File: config.mk
export PLATFORM = sky130hd
export DESIGN_NAME = inst_fetch_queue
export DESIGN_NICKNAME = d
export VERILOG_FILES = /design/src/rtl/ifq_pkg.sv /design/src/rtl/ifq_fifo.sv /design/src/rtl/inst_fetch_queue.sv
export SDC_FILE = /design/constraint.sdc
export NUM_CORES = 1
export LEC_CHECK = 0
export BUFFER_PORTS_ARGS = -buffer_cell sky130_fd_sc_hd__buf_2
export CAP_MARGIN = 20
export CORE_UTILIZATION = 50
export DETAILED_ROUTE_END_ITERATION = 6
export PLACE_DENSITY_LB_ADDON = 0.12
export SYNTH_ARGS = -nofsm -noshare
export SYNTH_HDL_FRONTEND = slang
export SYNTH_SLANG_ARGS = --single-unit
File: constraint.sdc
create_clock -name clk -period 7.6 [get_ports clk]
set_input_delay 0.76 -clock clk [delete_from_list [all_inputs] [get_ports clk]]
set_output_delay 0.76 -clock clk [all_outputs]
set_load 0.01 [all_outputs]
File: src/rtl/ifq_pkg.sv
// Shared types and constants for the instruction fetch queue.
package ifq_pkg;

  localparam logic [31:0] IFQ_RESET_PC = 32'hBFC0_0000;
  localparam int          IFQ_AW       = 32;
  localparam int          IFQ_DW       = 32;

  typedef struct packed {
    logic [IFQ_AW-1:0] pc;
    logic [IFQ_DW-1:0] inst;
  } ifq_entry_t;

  // Width of an occupancy counter that must represent 0..depth inclusive.
  function automatic int ifq_cnt_w(input int depth);
    return $clog2(depth + 1);
  endfunction

endpackage

File: src/rtl/ifq_fifo.sv
// Synchronous FIFO of {pc, inst} entries with flush; head is the registered oldest entry.
module ifq_fifo
  import ifq_pkg::*;
#(
  parameter int  DEPTH = 4,
  parameter type T     = ifq_entry_t
) (
  input  logic                        clk,
  input  logic                        rst,
  input  logic                        flush,
  input  logic                        push,
  input  T                            push_data,
  input  logic                        pop,
  output T                            head,
  output logic [$clog2(DEPTH+1)-1:0]  count
);

  localparam int CW = ifq_cnt_w(DEPTH);
  localparam int PW = $clog2(DEPTH);

  T              mem [DEPTH];
  logic [PW-1:0] wr_ptr;
  logic [PW-1:0] rd_ptr;
  logic          do_pop;

  assign do_pop = pop && (count != '0);
  assign head   = mem[rd_ptr];

  always_ff @(posedge clk) begin
    if (rst || flush) begin
      wr_ptr <= '0;
      rd_ptr <= '0;
      count  <= '0;
    end else begin
      if (push)   wr_ptr <= wr_ptr + PW'(1);
      if (do_pop) rd_ptr <= rd_ptr + PW'(1);
      count <= count + CW'(push) - CW'(do_pop);
    end
  end

  // Storage needs no reset: entries are only observed while count is non-zero.
  always_ff @(posedge clk) begin
    if (push && !rst && !flush) mem[wr_ptr] <= push_data;
  end

endmodule

File: src/rtl/inst_fetch_queue.sv
// Instruction fetch front end: PC/issue/credit/redirect control around ifq_fifo.
// Optional combinational empty-queue bypass enabled by defining IFQ_BYPASS_EN.
module inst_fetch_queue
  import ifq_pkg::*;
#(
  parameter int            DEPTH    = 4,
  parameter int            AW       = 32,
  parameter int            DW       = 32,
  parameter logic [AW-1:0] RESET_PC = AW'(IFQ_RESET_PC)
) (
  input  logic                        clk,
  input  logic                        rst,
  input  logic                        fetch_en,
  input  logic                        redirect,
  input  logic [AW-1:0]               redirect_pc,
  output logic                        inst_sram_en,
  output logic [AW-1:0]               inst_sram_addr,
  input  logic [DW-1:0]               inst_sram_rdata,
  output logic                        out_valid,
  output logic [AW-1:0]               out_pc,
  output logic [DW-1:0]               out_inst,
  input  logic                        out_ready,
  output logic [$clog2(DEPTH+1)-1:0]  count
);

  localparam int CW = ifq_cnt_w(DEPTH);

  typedef struct packed {
    logic [AW-1:0] pc;
    logic [DW-1:0] inst;
  } entry_t;

  logic [AW-1:0] fetch_pc;
  logic          inflight;
  logic [AW-1:0] inflight_pc;
  logic [CW:0]   occupancy;
  logic          credit_ok;
  logic          resp_valid;
  logic          fifo_push;
  logic          fifo_pop;
  logic          fifo_nonempty;
  entry_t        resp_entry;
  entry_t        head;

  // Credit counts the outstanding response too, so a full queue can never be pushed.
  assign occupancy      = {1'b0, count} + (CW+1)'(inflight);
  assign credit_ok      = occupancy < (CW+1)'(DEPTH);
  assign inst_sram_en   = !rst && (redirect || (fetch_en && credit_ok));
  assign inst_sram_addr = redirect ? redirect_pc : fetch_pc;

  assign resp_valid     = inflight && !redirect;
  assign resp_entry     = '{pc: inflight_pc, inst: inst_sram_rdata};
  assign fifo_nonempty  = (count != '0);

  always_ff @(posedge clk) begin
    if (rst) begin
      fetch_pc    <= RESET_PC;
      inflight    <= 1'b0;
      inflight_pc <= '0;
    end else if (inst_sram_en) begin
      fetch_pc    <= inst_sram_addr + AW'(4);
      inflight    <= 1'b1;
      inflight_pc <= inst_sram_addr;
    end else begin
      inflight    <= 1'b0;
    end
  end

`ifdef IFQ_BYPASS_EN
  logic bypass;

  assign bypass    = resp_valid && !fifo_nonempty;
  assign fifo_push = resp_valid && !(bypass && out_ready);
  assign fifo_pop  = fifo_nonempty && out_ready && !redirect;
  assign out_valid = fifo_nonempty || bypass;
  assign out_pc    = fifo_nonempty ? head.pc   : (bypass ? inflight_pc     : '0);
  assign out_inst  = fifo_nonempty ? head.inst : (bypass ? inst_sram_rdata : '0);
`else
  assign fifo_push = resp_valid;
  assign fifo_pop  = fifo_nonempty && out_ready && !redirect;
  assign out_valid = fifo_nonempty;
  assign out_pc    = fifo_nonempty ? head.pc   : '0;
  assign out_inst  = fifo_nonempty ? head.inst : '0;
`endif

  ifq_fifo #(
    .DEPTH (DEPTH),
    .T     (entry_t)
  ) u_fifo (
    .clk       (clk),
    .rst       (rst),
    .flush     (redirect),
    .push      (fifo_push),
    .push_data (resp_entry),
    .pop       (fifo_pop),
    .head      (head),
    .count     (count)
  );

endmodule

======== Word-level counts from Yosys, hierarchy flattened ========
Memories as Yosys holds them, arrays and structs flattened. A register that Yosys moved wholly into a read port is not among the register bits.
Index checks and enable logic that the tools add are counted.
storage, ports and cells
  bits of input ports ..................... 69
  word-level logic and storage cells ...... 35
  flip-flop bits (word level) ............. 72
  output and inout bits ................... 101
  memories kept ........................... 1
  RAM bits ................................ 256
memories
  memory      depth  width  read ports  clocked after memory_dff  write ports  RTL line        RTL
  u_fifo.mem  4      64     1           1                         1            ifq_fifo.sv:21  T mem [DEPTH];
cells by class
  reduce and logical (&&, ||, !) cells .... 13
  mux-type cells .......................... 8
  add/subtract/negate cells ............... 6
  magnitude comparators ................... 1
operator list
  cell                     count
  $mux W32                 3
  $add A32 B3 Y32 const B  1
  $logic_and A1 B1 Y1      8
  $add A2 B1 Y2 const B    2
  $add A3 B1 Y4            1
  $lt A4 B3 Y1 const B     1
  $mux W2                  2
  $add A3 B1 Y3            1
  $mux W1                  3
  $reduce_bool A3 Y1       1
  $sub A3 B1 Y3            1
  $logic_not A1 Y1         2
  $logic_or A1 B1 Y1       2

======== Depth between registers and ports, before layout ========
Gate-level depths: netlist of run 1.
  word-level depth ........................ 6
  depth in mapped cells ................... 13
  depth with buffers taken out ............ 9

======== By module ========
From an unflattened synthesis of run 1, not the netlist that was laid out.
second synthesis, totals
  cell total of the unflattened synthesis .. 878
  area, all modules ....................... 13,685.6 sq um
modules (own cells, without submodules)
  module            times used  seq. area each (sq um)  cells each  area each (sq um)
  ifq_fifo          1           7,867.5                 380         9,791.9
  inst_fetch_queue  1           1,261.2                 498         3,893.7

======== Worst setup path after synthesis of run 1 ========
Ideal clock, no wire load.
  kind .................................... input to register
  from .................................... in redirect
  to ...................................... mem u_fifo.mem[0][0] (netlist bit), enable pin
  library setup time ...................... 429 ps
  cell stages on the path ................. 7
  arrival time ............................ 3,318 ps
  slack ................................... 3,852 ps
  buffers on the path ..................... 5
  data required time ...................... 7,171 ps
  cell sequence ........................... buf_6 buf_6 buf_4 buf_4 buf_2 nor2b_1 and3_1
between the ends
  word-level cells in the longest chain between the ends .. 6
RTL lines
  element                            RTL line                RTL
  from (decl)                        inst_fetch_queue.sv:14  input logic redirect,
  $logic_not A1 Y1                   inst_fetch_queue.sv:51  assign resp_valid = inflight && !redirect;
  $logic_and A1 B1 Y1                inst_fetch_queue.sv:51
  named net fifo_push                inst_fetch_queue.sv:39  logic fifo_push;
  $logic_and A1 B1 Y1 (2 in series)  ifq_fifo.sv:43          if (push && !rst && !flush) mem[wr_ptr] <= push_data;
  $mux W1                            ifq_fifo.sv:43
  $mux W1 (not written as such)      ifq_fifo.sv:43
  to (decl)                          ifq_fifo.sv:21
The timed path passes the listed nets, and every way through them passes these cells.

==> flow_summary.yaml, run 1 <==
status:
  outcome: "complete, but fails checks"
  violations: "DRC"
synth:
  synthesis.instances: 832
  synth-seq-cells: 328
  yosysTopAreaCellShare: 0.571
  syn-cell-area_um2: 13500
  synthTopCellsByArea: "edfxtp_1, dfxtp_1, mux4_2"
  syn-num-nets: 910
  synth_ff_type: "edfxtp_1"
  ys_warn_count: 0
  synth_common_cells: "edfxtp_1, dfxtp_1, and2_1"
  synth_enable_flop_cells: 256
  synth_area_per_cell_um2: 16.2
  yosysMostFrequentCell: "edfxtp_1"
  async_reset_ff_frac: 0
  ys_seq_area_frac: 0.678
  synthDistinctLibCells: 68
  yosysTopAreaCell: "edfxtp_1"
grt:
  antenna_found_initial: 0
  grt_pass1_wl_um: 45100
  grt_pass1_vias: 7825
  grt_usage: 0.213
  grt_max_degree: 66
  grt-ovfl-total: 0
placement:
  io_buffers: 169
  gp_congestion: 0.860
  dp_hpwl_um: 17000
  pre_cts_ws_ps: 3940
  place_inst: 1300
worst_hold_path:
  min_from: "fetch_pc[16]"
  hold_end: "fetch_pc[16]"
  hold_path.class: "reg -> reg"
  hold_depth: 2
detailed_routing:
  postRouteAntennaNets: 0
  drc: 13
  drtIter0Drc: 532
  viasPerCell: 5.63
  drt_first_pass_iters: 7
  dr_total_vias: 7669
  wirelength_um: 28500
  wl_per_cell_um: 20.9
timing:
  min_period_over_period: 0.484
  grt_setup_unrepaired: "false"
  setup_viol: 0
  tns_ps: 0
  slew_headroom: 0.277
  worst_slew_pin_slew_ps: 1080
  timing.fmax_mhz: 272
  setup_ws_ps: 3920
  finalHoldViolCount: 0
  fin_crit_ps: 3680
  slew_viol_final: 0
  fin_skew_ps: 9.44
power_and_ir_drop:
  power.total_mw: 3.98
  irDropWorstVdd_mv: 0.146
  p_per_area_nw_per_um2: 253
  power.leakage_nw: 5.78
clock_tree:
  cts_hold_buf: 0
  insertion_delay_ps: 510
  cts.sinks: 328
  cts.repair.resized: 0
  cts.path.max_buffers: 3
  post_cts_buffers: 0
  cts_tree: "yes"
  root_buffer: "clkbuf_16"
  path_clk_slew_ps: 60
  cts_buffers: 35
  ctsHtreeMaxLevel: 2
critical_path:
  r2r_end: "fetch_pc[22]"
  crit_type: "reg -> out"
  path_max_fanout: 47
  cp.arrival_ps: 2920
  cp.required_ps: 6840
  r2r-start: "u_fifo.count[1]"
  worst_setup_path_start_kind: "register"
  cp-end-kind: "primary output"
  r2r_setup_slack_ps: 4940
  r2r_cells: 6
final_layout:
  instances_no_fill: 1362
  syn_to_final_growth_pct: 17.0
  num-nets-final: 1080
  drive_above_1_share: 0.323
  num_antenna_cells: 0
die:
  core_area_um2: 26200
  fp-row-count: 59
  ioPinCount: 170
  die_x_um: 166
  die-area_um2: 27600
  fp.dieH_um: 166
  start_util: 0.513
flow_run:
  drv_cap: 0
[worst max-delay path by stage]
stage               slack (ps)          endpoint
finish                    3920      out_inst[17]
global route              3670        out_pc[10]
CTS                       3780        out_pc[10]
detailed placement        3940      fetch_pc[30]
global placement          4020      inst_sram_en
floorplan                 3850  u_fifo.mem[0][0]
[layer usage]
metal  share of wire  routed length [µm]  track usage  vias up
met2            0.48               13800        0.350      242
met5               0                   0            0        -
met3           0.065                1860       0.0448       30
met4           0.017                 476       0.0557        0
met1            0.43               12400        0.291     3831
li1                -                   -            -     3566
[through the flow]
| step | hold WS, ps | cell area, µm² | util |
|---|---|---|---|
| after floorplan | 424 | 13500 | - |
| after global placement | 439 | 14600 | 0.557 |
| after detailed placement | 444 | 14600 | 0.557 |
| after CTS | 455 | 15700 | 0.601 |
| after global routing | 457 | 15700 | 0.601 |
| final | 452 | 15700 | 0.601 |
[layout by cell type, fill, tap and decap left out, types with 13 or more instances in the layout]
master     netlist  routed
dfxtp_1         72      70
o21ai_0         23      23
nand4_1         13      13
buf_2           10     169
clkbuf_16        0      37
edfxtp_1       256     256
mux4_2          64      64
mux2i_1         18      18
and2_1          67      67
nand2_1         52      52
nand3_1         18      18
inv_1           28      28
nor2_1          18      18
[critical path, cell delays in order (launching register included)]
cell,delay [ps]
dfxtp_4,620
buf_4,840
mux4_2,600
and2_1,190
buf_2,140
[flip-flops by register name, summed over array words and instances (netlist names), named ones only]
register / flops
u_fifo.rd_ptr: 2
u_fifo.mem: 256
u_fifo.count: 3
fetch_pc: 32
inflight: 1
u_fifo.wr_ptr: 2
inflight_pc: 30
[cell families (layout without fill, tap and decap cells)]
logic type | after synthesis | count (layout) | synth area share
compound gates | 95 | 95 | 0.0525
xor+xnor | 16 | 16 | 0.0104
fa+ha+maj | 9 | 9 | 0.00893
buf+inv | 75 | 270 | 0.0263
flops | 328 | 328 | 0.678
mux | 95 | 95 | 0.132
simple gates | 214 | 214 | 0.0918
[cell type report]
cell class	count	area, µm²
clock buffers	47	1000
clock inverters	15	150
fillers	2027	10500
inverters	28	105
multi-input cells	429	4000
flip-flops and latches	328	9140
well taps	335	419
repair buffers	180	928
[report_power, final]
group | internal, mW | total (mW) | switching [mW]
Sequential | 1.99 | 2.02 | 0.0392
Clock | 1.03 | 1.69 | 0.663
Combinational | 0.107 | 0.261 | 0.154
Power figures use the tool's default switching activity.
==> run 2: changes to the inputs <==
==> constraint.sdc (replaced) <==
create_clock -name clk -period 3.6 [get_ports clk]
set_input_delay 0.36 -clock clk [delete_from_list [all_inputs] [get_ports clk]]
set_output_delay 0.36 -clock clk [all_outputs]
set_load 0.01 [all_outputs]
==> run 2 against run 1 <==
Against the previous run: clock power grew 100%; flip-flop and latch count is the same; count of clock-buffer cells in the layout shrank 3; the run still ends with DRC left; via count is essentially flat; design area grew 0.61%; worst hold slack lost 380 ps; wire length shrank 0.85%; total power grew 110%; first-iteration DRC count shrank 6.0%; global-route usage shrank 0.30 points.
==> flow_summary.yaml, run 2 (synthesized netlist as in run 1, its figures left out) <==
status:
  outcome: "complete, but fails checks"
  violations: "DRC"
critical_path:
  r2r_cells: 7
  crit_type: "reg -> out"
  cp.required_ps: 3240
  cp.arrival_ps: 2520
  worst_setup_path_start_kind: "register"
  cp-end-kind: "primary output"
  path_max_fanout: 50
  r2r_setup_slack_ps: 1040
timing:
  setup_viol: 0
  finalHoldViolCount: 0
  whs_ps: 72.7
  tns_ps: 0
  worst_slew_pin_slew_ps: 1010
  slew_headroom: 0.330
  slew_viol_final: 0
  timing.fmax_mhz: 347
  fin_crit_ps: 2880
  grt_setup_unrepaired: "false"
  min_period_over_period: 0.801
  fin_skew_ps: 9.46
grt:
  grt_usage: 0.210
  grt_pass1_vias: 7688
  grt_max_degree: 51
  grt_pass1_wl_um: 44400
  antenna_found_initial: 0
  grt-ovfl-total: 0
final_layout:
  drive_above_1_share: 0.329
  largest_registers: "u_fifo.mem x256, fetch_pc x32, inflight_pc x30"
  num-nets-final: 1091
  final_cell_mix: "edfxtp_1, buf_2, dfxtp_1"
  syn_to_final_growth_pct: 17.7
  regMostFlops: "u_fifo.mem"
  largest_reg_flops: 256
  final_common_cell: "edfxtp_1"
  num_antenna_cells: 0
clock_tree:
  cts.repair.resized: 0
  cts_buffers: 36
  cts.path.max_buffers: 3
  root_buffer: "clkbuf_16"
  insertion_delay_ps: 500
  cts_hold_buf: 0
  ctsHtreeMaxLevel: 2
  path_clk_slew_ps: 60
  post_cts_buffers: 0
  cts_tree: "yes"
  cts.sinks: 328
die:
  ioPinCount: 170
  fp.dieH_um: 166
  start_util: 0.513
  die-area_um2: 27600
  core_area_um2: 26200
  die_x_um: 166
  fp-row-count: 59
detailed_routing:
  wirelength_um: 28200
  wl_per_cell_um: 20.6
  postRouteAntennaNets: 0
  drc: 12
  viasPerCell: 5.59
  drtIter0Drc: 500
  dr_total_vias: 7667
  drt_first_pass_iters: 7
power_and_ir_drop:
  p_per_area_nw_per_um2: 522
  power.leakage_nw: 5.83
  irDropWorstVdd_mv: 0.280
flow_run:
  drv_cap: 0
placement:
  io_buffers: 169
  dp_hpwl_um: 18000
  gp_congestion: 0.891
worst_hold_path:
  hold_path.class: "in -> reg"
  hold_depth: 1
## run 2: cell types whose count changed in the layout (fill, tap and decap cells not counted)
cell        before  now
buf_12           0    6
buf_4           11   15
clkbuf_8         4    0
clkinv_2         7   10
clkinv_4         0    3
bufinv_16        3    2
clkbuf_1         6    7
clkinvlp_4       1    0
inv_4            1    0
## run 2: critical path, cell delays in order, from the launching register on
cell and delay (ps):
dfxtp_1 380, or3_2 910, buf_4 380, and2_1 160, buf_2 150
## run 2: worst paths after layout
path	from	to
setup reg to reg	u_fifo.count[1]	fetch_pc[31]
hold / removal	inst_sram_rdata[1]	u_fifo.mem[3][1]
setup / recovery	u_fifo.count[1]	out_pc[12]
hold reg to reg	fetch_pc[17]	fetch_pc[17]
## run 2: final cells by class
type / count / area, µm²
fill: 2023 / 10400
clock buffer: 44 / 952
multi-input combinational: 429 / 4000
inverter: 28 / 105
tap: 335 / 419
clock inverter: 18 / 148
sequential: 328 / 9140
timing repair buffer: 190 / 1080
## run 2: metrics by stage
stage / total power [mW] / setup WS [ps] / area (µm²) / utilization / instances
after floorplan: 4.67 / 252 / 13500 / - / 832
after global placement: 4.91 / 827 / 14700 / 0.562 / 1310
after detailed placement: 4.92 / 732 / 14700 / 0.562 / 1310
after CTS: 8.34 / 643 / 15800 / 0.604 / 1372
after global routing: 8.54 / 516 / 15800 / 0.604 / 1372
final: 8.26 / 718 / 15800 / 0.604 / 1372
## run 2: report_power, final
part | total, mW | leakage (nW) | switching (mW) | internal [mW]
Sequential | 4.28 | 2.91 | 0.0854 | 4.19
Clock | 3.43 | 0.549 | 1.40 | 2.03
Combinational | 0.559 | 2.37 | 0.324 | 0.234
Total | 8.26 | 5.83 | 1.81 | 6.45
## run 2: layer usage
| layer | wire (µm) | vias up | global-route usage | part of all wire |
|---|---|---|---|---|
| met3 | 1710 | 40 | 0.0412 | 0.061 |
| met2 | 13400 | 242 | 0.340 | 0.47 |
| met1 | 12500 | 3796 | 0.289 | 0.44 |
| li1 | - | 3589 | - | - |
| met4 | 615 | 0 | 0.0662 | 0.022 |
| met5 | 0 | - | 0 | 0 |
==> run 3: changes to the inputs <==
==> constraint.sdc (replaced) <==
create_clock -name clk -period 2.9 [get_ports clk]
set_input_delay 0.29 -clock clk [delete_from_list [all_inputs] [get_ports clk]]
set_output_delay 0.29 -clock clk [all_outputs]
set_load 0.01 [all_outputs]
==> run 3 against run 2 <==
Against the previous run: total power grew 28%; via count increased by 2.2%; critical endpoint is now inst_sram_en; design area up 2.7%; first-iteration DRC count rose by 16%; sequential power increased by 24%; worst hold slack got worse by 58 ps; critical path depth is 2 higher; largest power group unchanged; global-route usage increased by 0.39 points; the flow still finishes with violations (DRC); worst setup slack lost 510 ps; final cell count up 2.6%; non-clock buffer count rose by 35; highest routed layer unchanged.
==> flow_summary.yaml, run 3 (synthesized netlist as in run 1, its figures left out) <==
final_layout:
  syn_to_final_growth_pct: 20.9
  nFillCells: 1929
  drive_above_1_share: 0.329
  largest_reg_flops: 256
  final_common_cell: "edfxtp_1"
  final_util: 0.621
  largest_registers: "u_fifo.mem x256, fetch_pc x32, inflight_pc x30"
  final_cell_mix: "edfxtp_1, buf_2, dfxtp_1"
  num_antenna_cells: 0
  multi_input_area_um2: 4000
  regMostFlops: "u_fifo.mem"
  seq_area_um2: 9140
  num-nets-final: 1125
worst_hold_path:
  hold_end: "u_fifo.mem[3][2]"
  hold_depth: 1
  hold_path.class: "in -> reg"
  min_from: "inst_sram_rdata[2]"
clock_tree:
  root_buffer: "clkbuf_16"
  ctsHtreeMaxLevel: 2
  cts.sinks: 328
  cts_buffers: 35
  cts.path.max_buffers: 3
  insertion_delay_ps: 500
  cts_tree: "yes"
  path_clk_slew_ps: 60
timing:
  min_period_over_period: 0.927
  grt_setup_unrepaired: "false"
  setup_ws_ps: 212
  fin_skew_ps: 11.4
  worst_slew_pin_slew_ps: 683
  finalHoldViolCount: 0
  setup_viol: 0
  timing.fmax_mhz: 372
  slew_viol_final: 0
  tns_ps: 0
  whs_ps: 14.2
  slew_headroom: 0.532
  fin_crit_ps: 2690
power_and_ir_drop:
  p_per_area_nw_per_um2: 649
  irDropWorstVdd_mv: 0.443
  power.leakage_nw: 6.02
flow_run:
  drv_cap: 0
grt:
  grt_pass1_wl_um: 45700
  antenna_found_initial: 0
  grt-ovfl-total: 0
  grt_max_degree: 65
  grt_usage: 0.214
  grt_pass1_vias: 8084
die:
  die-area_um2: 27600
  die_x_um: 166
  fp-row-count: 59
  core_area_um2: 26200
  start_util: 0.513
  ioPinCount: 170
  fp.dieH_um: 166
critical_path:
  cp-end-kind: "primary output"
  crit_type: "reg -> out"
  r2r_setup_slack_ps: 510
  cp.arrival_ps: 2400
  r2r_cells: 7
  path_max_fanout: 13
  r2r-start: "fetch_pc[2]"
  cp.required_ps: 2610
  worst_setup_path_start_kind: "register"
  r2r_end: "fetch_pc[30]"
detailed_routing:
  postRouteAntennaNets: 0
  drt_first_pass_iters: 7
  drtIter0Drc: 582
  drc: 12
  viasPerCell: 5.56
  dr_total_vias: 7833
  wirelength_um: 28600
  wl_per_cell_um: 20.3
placement:
  pre_cts_ws_ps: 251
  io_buffers: 169
  gp_congestion: 0.837
  dp_hpwl_um: 18100
status:
  outcome: "complete, but fails checks"
  violations: "DRC"
[run 3: cell count changes in the layout (fill, tap and decap cells not counted), moves of 2 or more]
cell	previous run	this run
buf_12	6	8
buf_4	15	25
bufinv_16	2	5
clkbuf_1	7	5
clkinv_1	3	6
clkinv_2	10	7
clkinv_4	3	0
clkinvlp_4	0	2
dlygate4sd3_1	0	23
[run 3: critical path, stage by stage, from the launching register on]
cell and delay, ps:
dfxtp_1 480, ha_1 210, o211a_1 140, o22ai_1 160, a21oi_2 580, inv_1 150
buf_2 180
[run 3: final cells by class]
class | count | area share
well taps | 335 | 0.0258
inverters | 28 | 0.00646
multi-input cells | 429 | 0.246
flip-flops and latches | 328 | 0.562
clock inverters | 21 | 0.0144
repair buffers | 225 | 0.0875
clock buffers | 42 | 0.0581
[run 3: timing repair]
| item | in CTS | in global routing |
|---|---|---|
| hold buffers | 23 | 0 |
| endpoints found under the hold margin | 91 | 0 |
| setup buffers | 0 | 0 |
| resized for setup | 0 | 0 |
[run 3: routing by layer]
layer,GRT usage,up-vias,wire (µm)
met2,0.354,206,14000
met5,0,-,0
met4,0.0484,0,408
li1,-,3658,-
met1,0.302,3934,12600
met3,0.0334,35,1510
[run 3: power breakdown]
| part | internal (mW) | switching [mW] |
|---|---|---|
| clock network | 2.77 | 1.74 |
| logic | 0.323 | 0.412 |
| registers | 5.20 | 0.102 |
[run 3: metrics by stage]
step | power (mW) | cells | area, µm²
6_report | 10.6 | 1408 | 16300
4_1_cts | 10.7 | 1408 | 16300
5_1_grt | 10.9 | 1408 | 16300
2_1_floorplan | 5.79 | 832 | 13500
3_5_place_dp | 6.12 | 1322 | 14900
3_3_place_gp | 6.11 | 1322 | 14900
[run 3: how the worst max path moves through the flow]
stage / from / endpoint / slack (ps) / cells past startpoint
floorplan: redirect / fetch_pc[30] / 40 / 13
global placement: redirect / fetch_pc[30] / 340 / 8
detailed placement: redirect / fetch_pc[28] / 250 / 8
CTS: u_fifo.count[1] / inst_sram_en / 220 / 6
global route: u_fifo.count[1] / inst_sram_en / 50 / 6
finish: u_fifo.count[1] / inst_sram_en / 210 / 6
